`src/rtl/mips_decode_pkg.sv`:
```
// Encodings, instruction IDs and hazard helper shared by the MIPS decode stage.
package mips_decode_pkg;

   localparam logic [5:0] OP_SPECIAL = 6'b000000, OP_REGIMM = 6'b000001, OP_J = 6'b000010,
      OP_JAL = 6'b000011, OP_BEQ = 6'b000100, OP_BNE = 6'b000101, OP_ADDI = 6'b001000,
      OP_ADDIU = 6'b001001, OP_SLTI = 6'b001010, OP_SLTIU = 6'b001011, OP_ANDI = 6'b001100,
      OP_ORI = 6'b001101, OP_XORI = 6'b001110, OP_LUI = 6'b001111, OP_COP0 = 6'b010000,
      OP_SPECIAL2 = 6'b011100, OP_LB = 6'b100000, OP_LH = 6'b100001, OP_LW = 6'b100011,
      OP_LBU = 6'b100100, OP_LHU = 6'b100101, OP_SB = 6'b101000, OP_SH = 6'b101001,
      OP_SW = 6'b101011;

   localparam logic [5:0] FN_SLL = 6'b000000, FN_SRL = 6'b000010, FN_SRA = 6'b000011,
      FN_SLLV = 6'b000100, FN_SRLV = 6'b000110, FN_SRAV = 6'b000111, FN_JR = 6'b001000,
      FN_JALR = 6'b001001, FN_SYSCALL = 6'b001100, FN_BREAK = 6'b001101, FN_MFHI = 6'b010000,
      FN_MTHI = 6'b010001, FN_MFLO = 6'b010010, FN_MTLO = 6'b010011, FN_MULT = 6'b011000,
      FN_MULTU = 6'b011001, FN_DIV = 6'b011010, FN_DIVU = 6'b011011, FN_ADD = 6'b100000,
      FN_ADDU = 6'b100001, FN_SUB = 6'b100010, FN_SUBU = 6'b100011, FN_AND = 6'b100100,
      FN_OR = 6'b100101, FN_XOR = 6'b100110, FN_NOR = 6'b100111, FN_SLT = 6'b101010,
      FN_SLTU = 6'b101011, FN_TEQ = 6'b110100, FN_ERET = 6'b011000, FN_CLZ = 6'b100000;

   localparam logic [4:0] RT_BGEZ = 5'b00001, RS_MFC0 = 5'b00000, RS_MTC0 = 5'b00100,
      RS_ERET = 5'b10000;

   localparam logic [5:0] ID_ILLEGAL = 6'd0,
      ID_ADD = 6'd1, ID_ADDU = 6'd2, ID_SUB = 6'd3, ID_SUBU = 6'd4, ID_AND = 6'd5,
      ID_OR = 6'd6, ID_XOR = 6'd7, ID_NOR = 6'd8, ID_SLT = 6'd9, ID_SLTU = 6'd10,
      ID_SLL = 6'd11, ID_SRL = 6'd12, ID_SRA = 6'd13, ID_SLLV = 6'd14, ID_SRLV = 6'd15,
      ID_SRAV = 6'd16, ID_JR = 6'd17, ID_ADDI = 6'd18, ID_ADDIU = 6'd19, ID_ANDI = 6'd20,
      ID_ORI = 6'd21, ID_XORI = 6'd22, ID_LUI = 6'd23, ID_LW = 6'd24, ID_SW = 6'd25,
      ID_BEQ = 6'd26, ID_BNE = 6'd27, ID_SLTI = 6'd28, ID_SLTIU = 6'd29, ID_J = 6'd30,
      ID_JAL = 6'd31, ID_DIV = 6'd32, ID_DIVU = 6'd33, ID_MULT = 6'd34, ID_MULTU = 6'd35,
      ID_BGEZ = 6'd36, ID_JALR = 6'd37, ID_LBU = 6'd38, ID_LHU = 6'd39, ID_LB = 6'd40,
      ID_LH = 6'd41, ID_SB = 6'd42, ID_SH = 6'd43, ID_BREAK = 6'd44, ID_SYSCALL = 6'd45,
      ID_ERET = 6'd46, ID_TEQ = 6'd47, ID_MFHI = 6'd48, ID_MFLO = 6'd49, ID_MTHI = 6'd50,
      ID_MTLO = 6'd51, ID_MFC0 = 6'd52, ID_MTC0 = 6'd53, ID_CLZ = 6'd54;

   typedef struct packed {
      logic [5:0]  id;
      logic        illegal;
      logic [31:0] instr;
      logic [31:0] pc;
   } dec_entry_t;

   // Instructions that touch HI/LO or start a new MULT/DIV must wait for the unit.
   function automatic logic is_hilo_dep(input logic [5:0] id);
      return id inside {ID_DIV, ID_DIVU, ID_MULT, ID_MULTU, ID_MFHI, ID_MFLO, ID_MTHI, ID_MTLO};
   endfunction

endpackage

```
`src/rtl/mips_decode_comb.sv`:
```
// Purely combinational instruction word -> {id, illegal}; zero latency, no flow control.
// With EXT_EN=0 the extended IDs (32 and up) are reported as illegal.
module mips_decode_comb
   import mips_decode_pkg::*;
#(
   parameter bit EXT_EN = 1'b1
) (
   input  logic [31:0] instr,
   output logic [5:0]  id,
   output logic        illegal
);

   logic [5:0] op, func, raw_id;
   logic [4:0] rs, rt;

   assign op   = instr[31:26];
   assign rs   = instr[25:21];
   assign rt   = instr[20:16];
   assign func = instr[5:0];

   always_comb begin
      raw_id = ID_ILLEGAL;
      case (op)
         OP_SPECIAL: begin
            case (func)
               FN_ADD: raw_id = ID_ADD;     FN_ADDU: raw_id = ID_ADDU;
               FN_SUB: raw_id = ID_SUB;     FN_SUBU: raw_id = ID_SUBU;
               FN_AND: raw_id = ID_AND;     FN_OR: raw_id = ID_OR;
               FN_XOR: raw_id = ID_XOR;     FN_NOR: raw_id = ID_NOR;
               FN_SLT: raw_id = ID_SLT;     FN_SLTU: raw_id = ID_SLTU;
               FN_SLL: raw_id = ID_SLL;     FN_SRL: raw_id = ID_SRL;
               FN_SRA: raw_id = ID_SRA;     FN_SLLV: raw_id = ID_SLLV;
               FN_SRLV: raw_id = ID_SRLV;   FN_SRAV: raw_id = ID_SRAV;
               FN_JR: raw_id = ID_JR;       FN_DIV: raw_id = ID_DIV;
               FN_DIVU: raw_id = ID_DIVU;   FN_MULT: raw_id = ID_MULT;
               FN_MULTU: raw_id = ID_MULTU; FN_JALR: raw_id = ID_JALR;
               FN_BREAK: raw_id = ID_BREAK; FN_SYSCALL: raw_id = ID_SYSCALL;
               FN_TEQ: raw_id = ID_TEQ;     FN_MFHI: raw_id = ID_MFHI;
               FN_MFLO: raw_id = ID_MFLO;   FN_MTHI: raw_id = ID_MTHI;
               FN_MTLO: raw_id = ID_MTLO;
               default: raw_id = ID_ILLEGAL;
            endcase
         end
         OP_ADDI: raw_id = ID_ADDI;   OP_ADDIU: raw_id = ID_ADDIU;
         OP_ANDI: raw_id = ID_ANDI;   OP_ORI: raw_id = ID_ORI;
         OP_XORI: raw_id = ID_XORI;   OP_LUI: raw_id = ID_LUI;
         OP_LW: raw_id = ID_LW;       OP_SW: raw_id = ID_SW;
         OP_BEQ: raw_id = ID_BEQ;     OP_BNE: raw_id = ID_BNE;
         OP_SLTI: raw_id = ID_SLTI;   OP_SLTIU: raw_id = ID_SLTIU;
         OP_J: raw_id = ID_J;         OP_JAL: raw_id = ID_JAL;
         OP_LBU: raw_id = ID_LBU;     OP_LHU: raw_id = ID_LHU;
         OP_LB: raw_id = ID_LB;       OP_LH: raw_id = ID_LH;
         OP_SB: raw_id = ID_SB;       OP_SH: raw_id = ID_SH;
         OP_REGIMM: raw_id = (rt == RT_BGEZ) ? ID_BGEZ : ID_ILLEGAL;
         OP_COP0: begin
            if (rs == RS_ERET && func == FN_ERET) raw_id = ID_ERET;
            else if (rs == RS_MFC0) raw_id = ID_MFC0;
            else if (rs == RS_MTC0) raw_id = ID_MTC0;
         end
         OP_SPECIAL2: raw_id = (func == FN_CLZ) ? ID_CLZ : ID_ILLEGAL;
         default: raw_id = ID_ILLEGAL;
      endcase
   end

   assign id      = (!EXT_EN && raw_id >= ID_DIV) ? ID_ILLEGAL : raw_id;
   assign illegal = (id == ID_ILLEGAL);

endmodule

```
`src/rtl/mips_decode_stage.sv`:
```
// Registered decode into a DEPTH-entry queue; 1-cycle latency into an empty queue.
// in_ready drops when full, flushing, or a HI/LO dependent op meets a busy MULT/DIV unit.
module mips_decode_stage
   import mips_decode_pkg::*;
#(
   parameter int DEPTH   = 2,
   parameter bit EXT_EN  = 1'b1,
   parameter int MUL_LAT = 4,
   parameter int DIV_LAT = 33
) (
   input  logic        clk,
   input  logic        rst,
   input  logic        flush,
   input  logic        in_valid,
   output logic        in_ready,
   input  logic [31:0] in_instr,
   input  logic [31:0] in_pc,
   output logic        out_valid,
   input  logic        out_ready,
   output logic [5:0]  out_id,
   output logic        out_illegal,
   output logic [4:0]  out_rs,
   output logic [4:0]  out_rt,
   output logic [4:0]  out_rd,
   output logic [4:0]  out_shamt,
   output logic [15:0] out_imm,
   output logic [25:0] out_target,
   output logic [31:0] out_pc,
   output logic        hilo_busy
);

   localparam int PW = (DEPTH > 1) ? $clog2(DEPTH) : 1;
   localparam int CW = $clog2(DEPTH + 1);
   localparam logic [PW-1:0] LAST_PTR = PW'(DEPTH - 1);
   localparam logic [CW-1:0] DEPTH_C  = CW'(DEPTH);

   logic [5:0]    dec_id;
   logic          dec_illegal;
   dec_entry_t    mem [DEPTH];
   dec_entry_t    head;
   logic [PW-1:0] wr_ptr, rd_ptr;
   logic [CW-1:0] count;
   logic [5:0]    busy_cnt;
   logic          stall, push, pop;

   mips_decode_comb #(.EXT_EN(EXT_EN)) u_dec (
      .instr  (in_instr),
      .id     (dec_id),
      .illegal(dec_illegal)
   );

   assign stall     = (busy_cnt != 6'd0) && is_hilo_dep(dec_id);
   assign in_ready  = (count < DEPTH_C) && !stall && !flush;
   assign out_valid = (count != '0);
   assign push      = in_valid && in_ready;
   assign pop       = out_valid && out_ready && !flush;
   assign hilo_busy = (busy_cnt != 6'd0);

   always_ff @(posedge clk) begin
      if (push) mem[wr_ptr] <= '{id: dec_id, illegal: dec_illegal, instr: in_instr, pc: in_pc};
   end

   always_ff @(posedge clk or posedge rst) begin
      if (rst) begin
         wr_ptr <= '0;
         rd_ptr <= '0;
         count  <= '0;
      end else if (flush) begin
         wr_ptr <= '0;
         rd_ptr <= '0;
         count  <= '0;
      end else begin
         if (push) wr_ptr <= (wr_ptr == LAST_PTR) ? '0 : wr_ptr + PW'(1);
         if (pop)  rd_ptr <= (rd_ptr == LAST_PTR) ? '0 : rd_ptr + PW'(1);
         case ({push, pop})
            2'b10:   count <= count + CW'(1);
            2'b01:   count <= count - CW'(1);
            default: count <= count;
         endcase
      end
   end

   // The counter models the arithmetic unit, so flush leaves it running.
   always_ff @(posedge clk or posedge rst) begin
      if (rst)
         busy_cnt <= 6'd0;
      else if (push && (dec_id == ID_MULT || dec_id == ID_MULTU))
         busy_cnt <= 6'(MUL_LAT);
      else if (push && (dec_id == ID_DIV || dec_id == ID_DIVU))
         busy_cnt <= 6'(DIV_LAT);
      else if (busy_cnt != 6'd0)
         busy_cnt <= busy_cnt - 6'd1;
   end

   // Head fields read as zero whenever the queue is empty.
   assign head        = mem[rd_ptr];
   assign out_id      = out_valid ? head.id : 6'd0;
   assign out_illegal = out_valid ? head.illegal : 1'b0;
   assign out_rs      = out_valid ? head.instr[25:21] : 5'd0;
   assign out_rt      = out_valid ? head.instr[20:16] : 5'd0;
   assign out_rd      = out_valid ? head.instr[15:11] : 5'd0;
   assign out_shamt   = out_valid ? head.instr[10:6] : 5'd0;
   assign out_imm     = out_valid ? head.instr[15:0] : 16'd0;
   assign out_target  = out_valid ? head.instr[25:0] : 26'd0;
   assign out_pc      = out_valid ? head.pc : 32'd0;

endmodule

```
`config.mk`:
```
export PLATFORM = sky130hd
export DESIGN_NAME = mips_decode_stage
export DESIGN_NICKNAME = d
export VERILOG_FILES = /design/src/rtl/mips_decode_pkg.sv /design/src/rtl/mips_decode_comb.sv /design/src/rtl/mips_decode_stage.sv
export SDC_FILE = /design/constraint.sdc
export NUM_CORES = 1
export LEC_CHECK = 0
export ABC_AREA = 1
export CAP_MARGIN = 0
export CORE_MARGIN = 2
export CORE_UTILIZATION = 35
export CTS_CLUSTER_DIAMETER = 40
export DETAILED_ROUTE_END_ITERATION = 6
export GPL_ROUTABILITY_DRIVEN = 1
export GPL_TIMING_DRIVEN = 0
export HOLD_SLACK_MARGIN = 0.08
export PLACE_DENSITY = 0.68
export SKIP_LAST_GASP = 1
export SLEW_MARGIN = 40
export SYNTH_ARGS = -nofsm -noshare
export SYNTH_HDL_FRONTEND = slang
export SYNTH_SLANG_ARGS = --single-unit
```
`constraint.sdc`:
```
create_clock -name clk -period 4.4 [get_ports clk]
set_clock_uncertainty 0.05 [all_clocks]
set_input_delay 1.32 -clock clk [delete_from_list [all_inputs] [get_ports clk]]
set_output_delay 1.32 -clock clk [all_outputs]
set_load 0.005 [all_outputs]
```
Yosys cells after proc, flatten, opt, wreduce, memory -nomap -nowiden

Memory sizes are Yosys's and may differ from the RTL's.
Cells that the tools add are included.

Input bits: 69
RAM bits: 142
Bits in read-only memories: 384
Logic and storage cells: 101
Memories: 2
Register bits: 10
Output and inout bits: 104

Memories:

| memory           | depth | bits a word | read ports | clocked after memory_dff | wr ports | RTL line                | source |
|---|---|---|---|---|---|---|---|
| (name not given) | 64    | 6           | 1          | 0                        | 0        | mips_decode_comb.sv:25  | `case (func)` |
| mem              | 2     | 71          | 1          | 0                        | 1        | mips_decode_stage.sv:39 | `dec_entry_t mem [DEPTH];` |

Reductions and logical operators: 23
Muxes and demuxes: 28
$add $sub $neg: 5
Magnitude comparators: 1
Equal/unequal tests: 38

Operators with widths:

| operator              | count |
|---|---|
| $pmux W6 S24          | 1 |
| $eq A6 B6 Y1 const B  | 17 |
| $mux W6               | 9 |
| $eq A6 B4 Y1 const B  | 8 |
| $mux W32              | 1 |
| $mux W26              | 1 |
| $mux W5               | 4 |
| $eq A6 B5 Y1 const B  | 3 |
| $mux W16              | 1 |
| $eq A6 B2 Y1 const B  | 2 |
| $eq A6 B3 Y1 const B  | 2 |
| $logic_not A6 Y1      | 2 |
| $logic_and A1 B1 Y1   | 9 |
| $mux W1               | 9 |
| $reduce_bool A8 Y1    | 1 |
| $eq A6 B1 Y1 const B  | 1 |
| $reduce_bool A2 Y1    | 3 |
| $reduce_bool A3 Y1    | 2 |
| $reduce_bool A6 Y1    | 1 |
| $sub A6 B1 Y6 const B | 1 |
| $eq A5 B1 Y1 const B  | 1 |
| $eq A5 B3 Y1 const B  | 1 |
| $eq A5 B5 Y1 const B  | 1 |
| $logic_not A5 Y1      | 1 |
| other kinds (10)      | 13 |

Logic depth before layout (Yosys ltp)

Depth in word-level cells: 15
Mapped depth: 16

Hierarchy

Synthesis repeated with hierarchy kept, for this count alone.

Cells, all modules: 685
Area, all modules: 6849.1 sq um

By module, submodules not included:

| module            | cells each | area each (sq um) | times used | sequential area each (sq um) |
|---|---|---|---|---|
| mips_decode_stage | 470        | 5823.1            | 1          | 4154.0 |
| mips_decode_comb  | 215        | 1026.0            | 1          | 0.0 |

Least setup slack after synthesis

No wires, ideal clock.

Kind: input to register
Start: in in_instr[1]
End: mem mem[0][0] in the netlist's numbering (enable)
Setup time: 0.488 ns
Cell stages on the path: 12
Arrival time: 5.117 ns
Path slack: -1.256 ns
Buffers on the path: 0
Cell sequence: inv_1 -> ha_1 -> inv_1 -> nor3_1 -> nand3_1 -> nand2_1 -> nor2_1 -> nand3_2 -> nor2_4 -> nand2_4 -> nand3_4 -> nor2_1

Word-level cells in the longest chain between the ends: 13

RTL lines:

| item                                                   | RTL line                | source |
|---|---|---|
| start: declaration                                     | mips_decode_stage.sv:16 | `input logic [31:0] in_instr,` |
| branches (longest 3 deep; another with $mem_v2 Z64 W6) | n/a                     |  |
| $pmux W6 S24 (*)                                       | mips_decode_comb.sv:23  | `case (op)` |
| named net dec_id[2]                                    | mips_decode_stage.sv:37 | `logic [5:0] dec_id;` |
| $eq A6 B6 Y1                                           | mips_decode_pkg.sv:46   | `return id inside {ID_DIV, ID_DIVU, ID_MULT, ID_MULTU, ID_MFHI, ID_MFLO, ID_MTHI, ID_MTLO};` |
| $reduce_bool A8 Y1 (*)                                 | mips_decode_pkg.sv:46   |  |
| $logic_and A1 B1 Y1 (*)                                | mips_decode_stage.sv:52 | `assign stall = (busy_cnt != 6'd0) && is_hilo_dep(dec_id);` |
| $logic_not A1 Y1 (*)                                   | mips_decode_stage.sv:53 | `assign in_ready = (count < DEPTH_C) && !stall && !flush;` |
| $logic_and A1 B1 Y1 (*) (2 in series)                  | mips_decode_stage.sv:53 |  |
| $logic_and A1 B1 Y1 (*)                                | mips_decode_stage.sv:55 | `assign push = in_valid && in_ready;` |
| $mux W1 (*)                                            | mips_decode_stage.sv:60 | `if (push) mem[wr_ptr] <= '{id: dec_id, illegal: dec_illegal, instr: in_instr, pc: in_pc};` |
| $mux W1 (not written as such) (*)                      | mips_decode_stage.sv:60 |  |
| end: declaration                                       | mips_decode_stage.sv:39 |  |

Mark *: on every way through the listed nets, which the timed path passes.

Worst setup path in the final report

Start: in in_instr[16]
End: out in_ready

Word-level cells in the longest chain between the ends: 9

RTL lines:

| item                                  | RTL line                | source |
|---|---|---|
| $eq A5 B1 Y1 (*)                      | mips_decode_comb.sv:54  | `OP_REGIMM: raw_id = (rt == RT_BGEZ) ? ID_BGEZ : ID_ILLEGAL;` |
| $mux W6 (*)                           | mips_decode_comb.sv:54  |  |
| $pmux W6 S24 (*)                      | mips_decode_comb.sv:23  |  |
| $eq A6 B6 Y1                          | mips_decode_pkg.sv:46   |  |
| $reduce_bool A8 Y1 (*)                | mips_decode_pkg.sv:46   |  |
| $logic_and A1 B1 Y1 (*)               | mips_decode_stage.sv:52 |  |
| $logic_not A1 Y1 (*)                  | mips_decode_stage.sv:53 |  |
| $logic_and A1 B1 Y1 (*) (2 in series) | mips_decode_stage.sv:53 |  |
| end: declaration                      | mips_decode_stage.sv:15 | `output logic in_ready,` |

Every way passes the cells marked *; elsewhere a longest branch is shown, timed or not.

==> results.json <==
{
  "status": "finished, final reports clean",
  "htree_levels": 4,
  "cts_hold_buffers": 0,
  "drv_slew": 0,
  "clock_latency_ns": 0.41,
  "synth-main-ff-cell": "edfxtp_1",
  "path_max_fanout": 3,
  "via_per_inst": 4.70,
  "diodes": 0,
  "cts_sinks": 140,
  "drt_pre_antenna_iters": 4,
  "synth_cells": 659,
  "worstMarginPinSlew_ns": 0.558,
  "yosysSeqAreaShare_pct": 62.7,
  "syn_area_per_cell_sq_um": 10.1,
  "wl_per_cell_um": 14.9,
  "yosys.cell_count.top_type": "nand2_1",
  "p_per_area_nw_per_um2": 484,
  "final_cells": 1112,
  "root_buffer": "clkbuf_16",
  "yosysUniqueCellTypes": 37,
  "area_growth_syn_to_layout_pct": 42.7,
  "slew_headroom_pct": 62.8,
  "route.detailed.drc": 0,
  "arrival_ns": 2.84,
  "ys_ff_latch": 140,
  "hold_viol_final": 0,
  "die_h_um": 142,
  "grt_max_degree": 18,
  "cellLeakagePower_nw": 3.72,
  "drive_gt1_share_pct": 16.7,
  "cp-start-kind": "primary input",
  "postLayoutCoreUtil_pct": 50.7,
  "endpoint_kind": "output port",
  "synth_top_area_share_pct": 58.9,
  "cts.path.max_buffers": 2,
  "routed_wl_mm": 16.6,
  "synthTopCellsByCount": "nand2_1 (198), edfxtp_1 (130), a21oi_1 (73)",
  "initial_core_util_pct": 35.6,
  "io_buffers": 172,
  "fin_crit_sh_pct": 95.6,
  "grt_pass1_vias": 4889,
  "synthArstFlopShare_pct": 7.14,
  "fmax_ghz": 0.238,
  "layout_setup_ws_ns": 0.194,
  "clk_pin_slew_ns": 0.06,
  "ir_worst_vdd_mv": 0.213,
  "pre_cts_slack_ns": -0.842,
  "grt_remaining_overflow": 0,
  "synthTopCellsByArea": "edfxtp_1 (59%), nand2_1 (11%), a21oi_1 (5.5%), buf_4 (4.2%), dfrtp_1 (3.8%)",
  "hold_slack_ns": 0.491,
  "cap_violations": 0,
  "cp_data_required_time_ns": 3.03,
  "core_sq_um": 18600,
  "setup_viol": 0,
  "dp_cells": 1073,
  "power_w": 0.00458,
  "synth_warnings": 0,
  "cts_tree": "done",
  "num_rows": 50,
  "synth.largest_area_cell": "edfxtp_1",
  "final_nets": 941,
  "cts_buffers": 17,
  "die-area_sq_um": 20100,
  "grt_pass1_wl_mm": 25.8,
  "synth_nets": 735,
  "synthesis.area_sq_um": 6630,
  "gp_congestion": 0.879,
  "detailed_place_hpwl_mm": 12.0,
  "ioPinCount": 173,
  "hold_path.class": "flop to flop",
  "ant_nets": 0,
  "rsz0062_at_grt": "false",
  "synth_enable_flop_cells": 130,
  "vias": 5225,
  "crit_type": "primary input to output port",
  "track_usage_pct": 16.8,
  "antenna_found_initial": 0,
  "fin_crit_ns": 4.21,
  "die_x_um": 142,
  "drt_iter0_drc": 261
}
==> cell families (layout without fill, tap and decap cells) <==
family,count (synthesis),in the layout,share of synthesized area [%]
flip-flops,140,140,62.7
buffers and inverters,100,318,7.80
adder cells (fa/ha/maj),7,7,1.32
AND/OR/NAND/NOR,311,312,20.1
XOR/XNOR,2,2,0.264
AO/OA/AOI/OAI,99,99,7.85
==> metrics by stage <==
stage | TNS [ns] | area, sq um
2_1_floorplan | -21.72 | 6630
3_3_place_gp | -285.23 | 8650
3_5_place_dp | -19.59 | 8820
4_1_cts | 0 | 9460
5_1_grt | 0 | 9460
6_report | 0 | 9460
==> critical path: stages <==
cell             delay (ns)
clkdlybuf4s50_1        0.44
inv_1                  0.08
nor2_2                 0.04
nand3b_1               0.12
nor2_1                 0.07
nor2_1                 0.14
nand3_2                0.11
nor2_4                 0.16
nor2_4                 0.05
nand2_4                0.07
nand2_1                0.05
nor2_1                 0.07
clkbuf_2               0.11
==> report_power, final <==
| part | switching (W) | internal [W] | total [W] |
|---|---|---|---|
| clock network | 0.000589 | 0.000740 | 0.00133 |
| registers | 0.0000463 | 0.00161 | 0.00165 |
| logic | 0.000735 | 0.000862 | 0.00160 |
| total | 0.00137 | 0.00321 | 0.00458 |
==> registers in the layout, indices dropped and copies added (netlist names) <==
name	cells
busy_cnt	6
count	2
mem	130
rd_ptr	1
wr_ptr	1
==> layout by cell type (no fill, tap or decap), types with 4 or more instances in the layout <==
cell             count
nand3_2              4
inv_2               10
clkbuf_1            10
buf_4               43
inv_1               28
nand2_2              7
nor2_1              39
nand3_1             31
edfxtp_1           130
buf_1                8
clkbuf_16           17
nand2_1            197
o21ai_0             14
nor2_4               9
clkbuf_2             8
ha_1                 7
clkdlybuf4s50_1    151
dfrtp_1             10
buf_8                5
nor2_2              11
dlygate4sd2_1       11
a21oi_1             73
inv_6                5
==> layout make-up <==
cell class	count	area, sq um
Clock buffer	17	425
Buffer	59	382
Sequential cell	140	4150
Inverter	40	154
Fill cell	1722	9180
Multi-Input combinational cell	420	2040
Clock inverter	15	129
Tap cell	234	293
Timing Repair Buffer	187	1880
==> routing by layer <==
metal | global-route usage [%] | wire [um] | up-vias
met2 | 29.3 | 8560 | 128
li1 | - | - | 2628
met4 | 5.63 | 159 | 0
met3 | 3.04 | 774 | 9
met1 | 21.1 | 7090 | 2460
met5 | 0 | 0 | -
==> path summary, 6_finish.rpt <==
kind                         startpoint           to  slack (ns)  cells after the start
max                        in_instr[16]     in_ready        0.19                     13
min                         busy_cnt[1]  busy_cnt[1]        0.49                      2
max reg2reg                 busy_cnt[0]   mem[1][11]        1.37                     15
min reg2reg                 busy_cnt[1]  busy_cnt[1]        0.49                      2
max in group asynchronous           rst  busy_cnt[2]        2.87                      2
min in group asynchronous           rst     count[1]        1.14                      2
==> repair_timing <==
action	in CTS	in global routing
pin swaps	16	10
endpoints found under the setup margin	16	15
resized for setup	50	22
gates cloned	1	0
buffers inserted	6	1
Note: power is estimated with default switching activity, not from simulation.
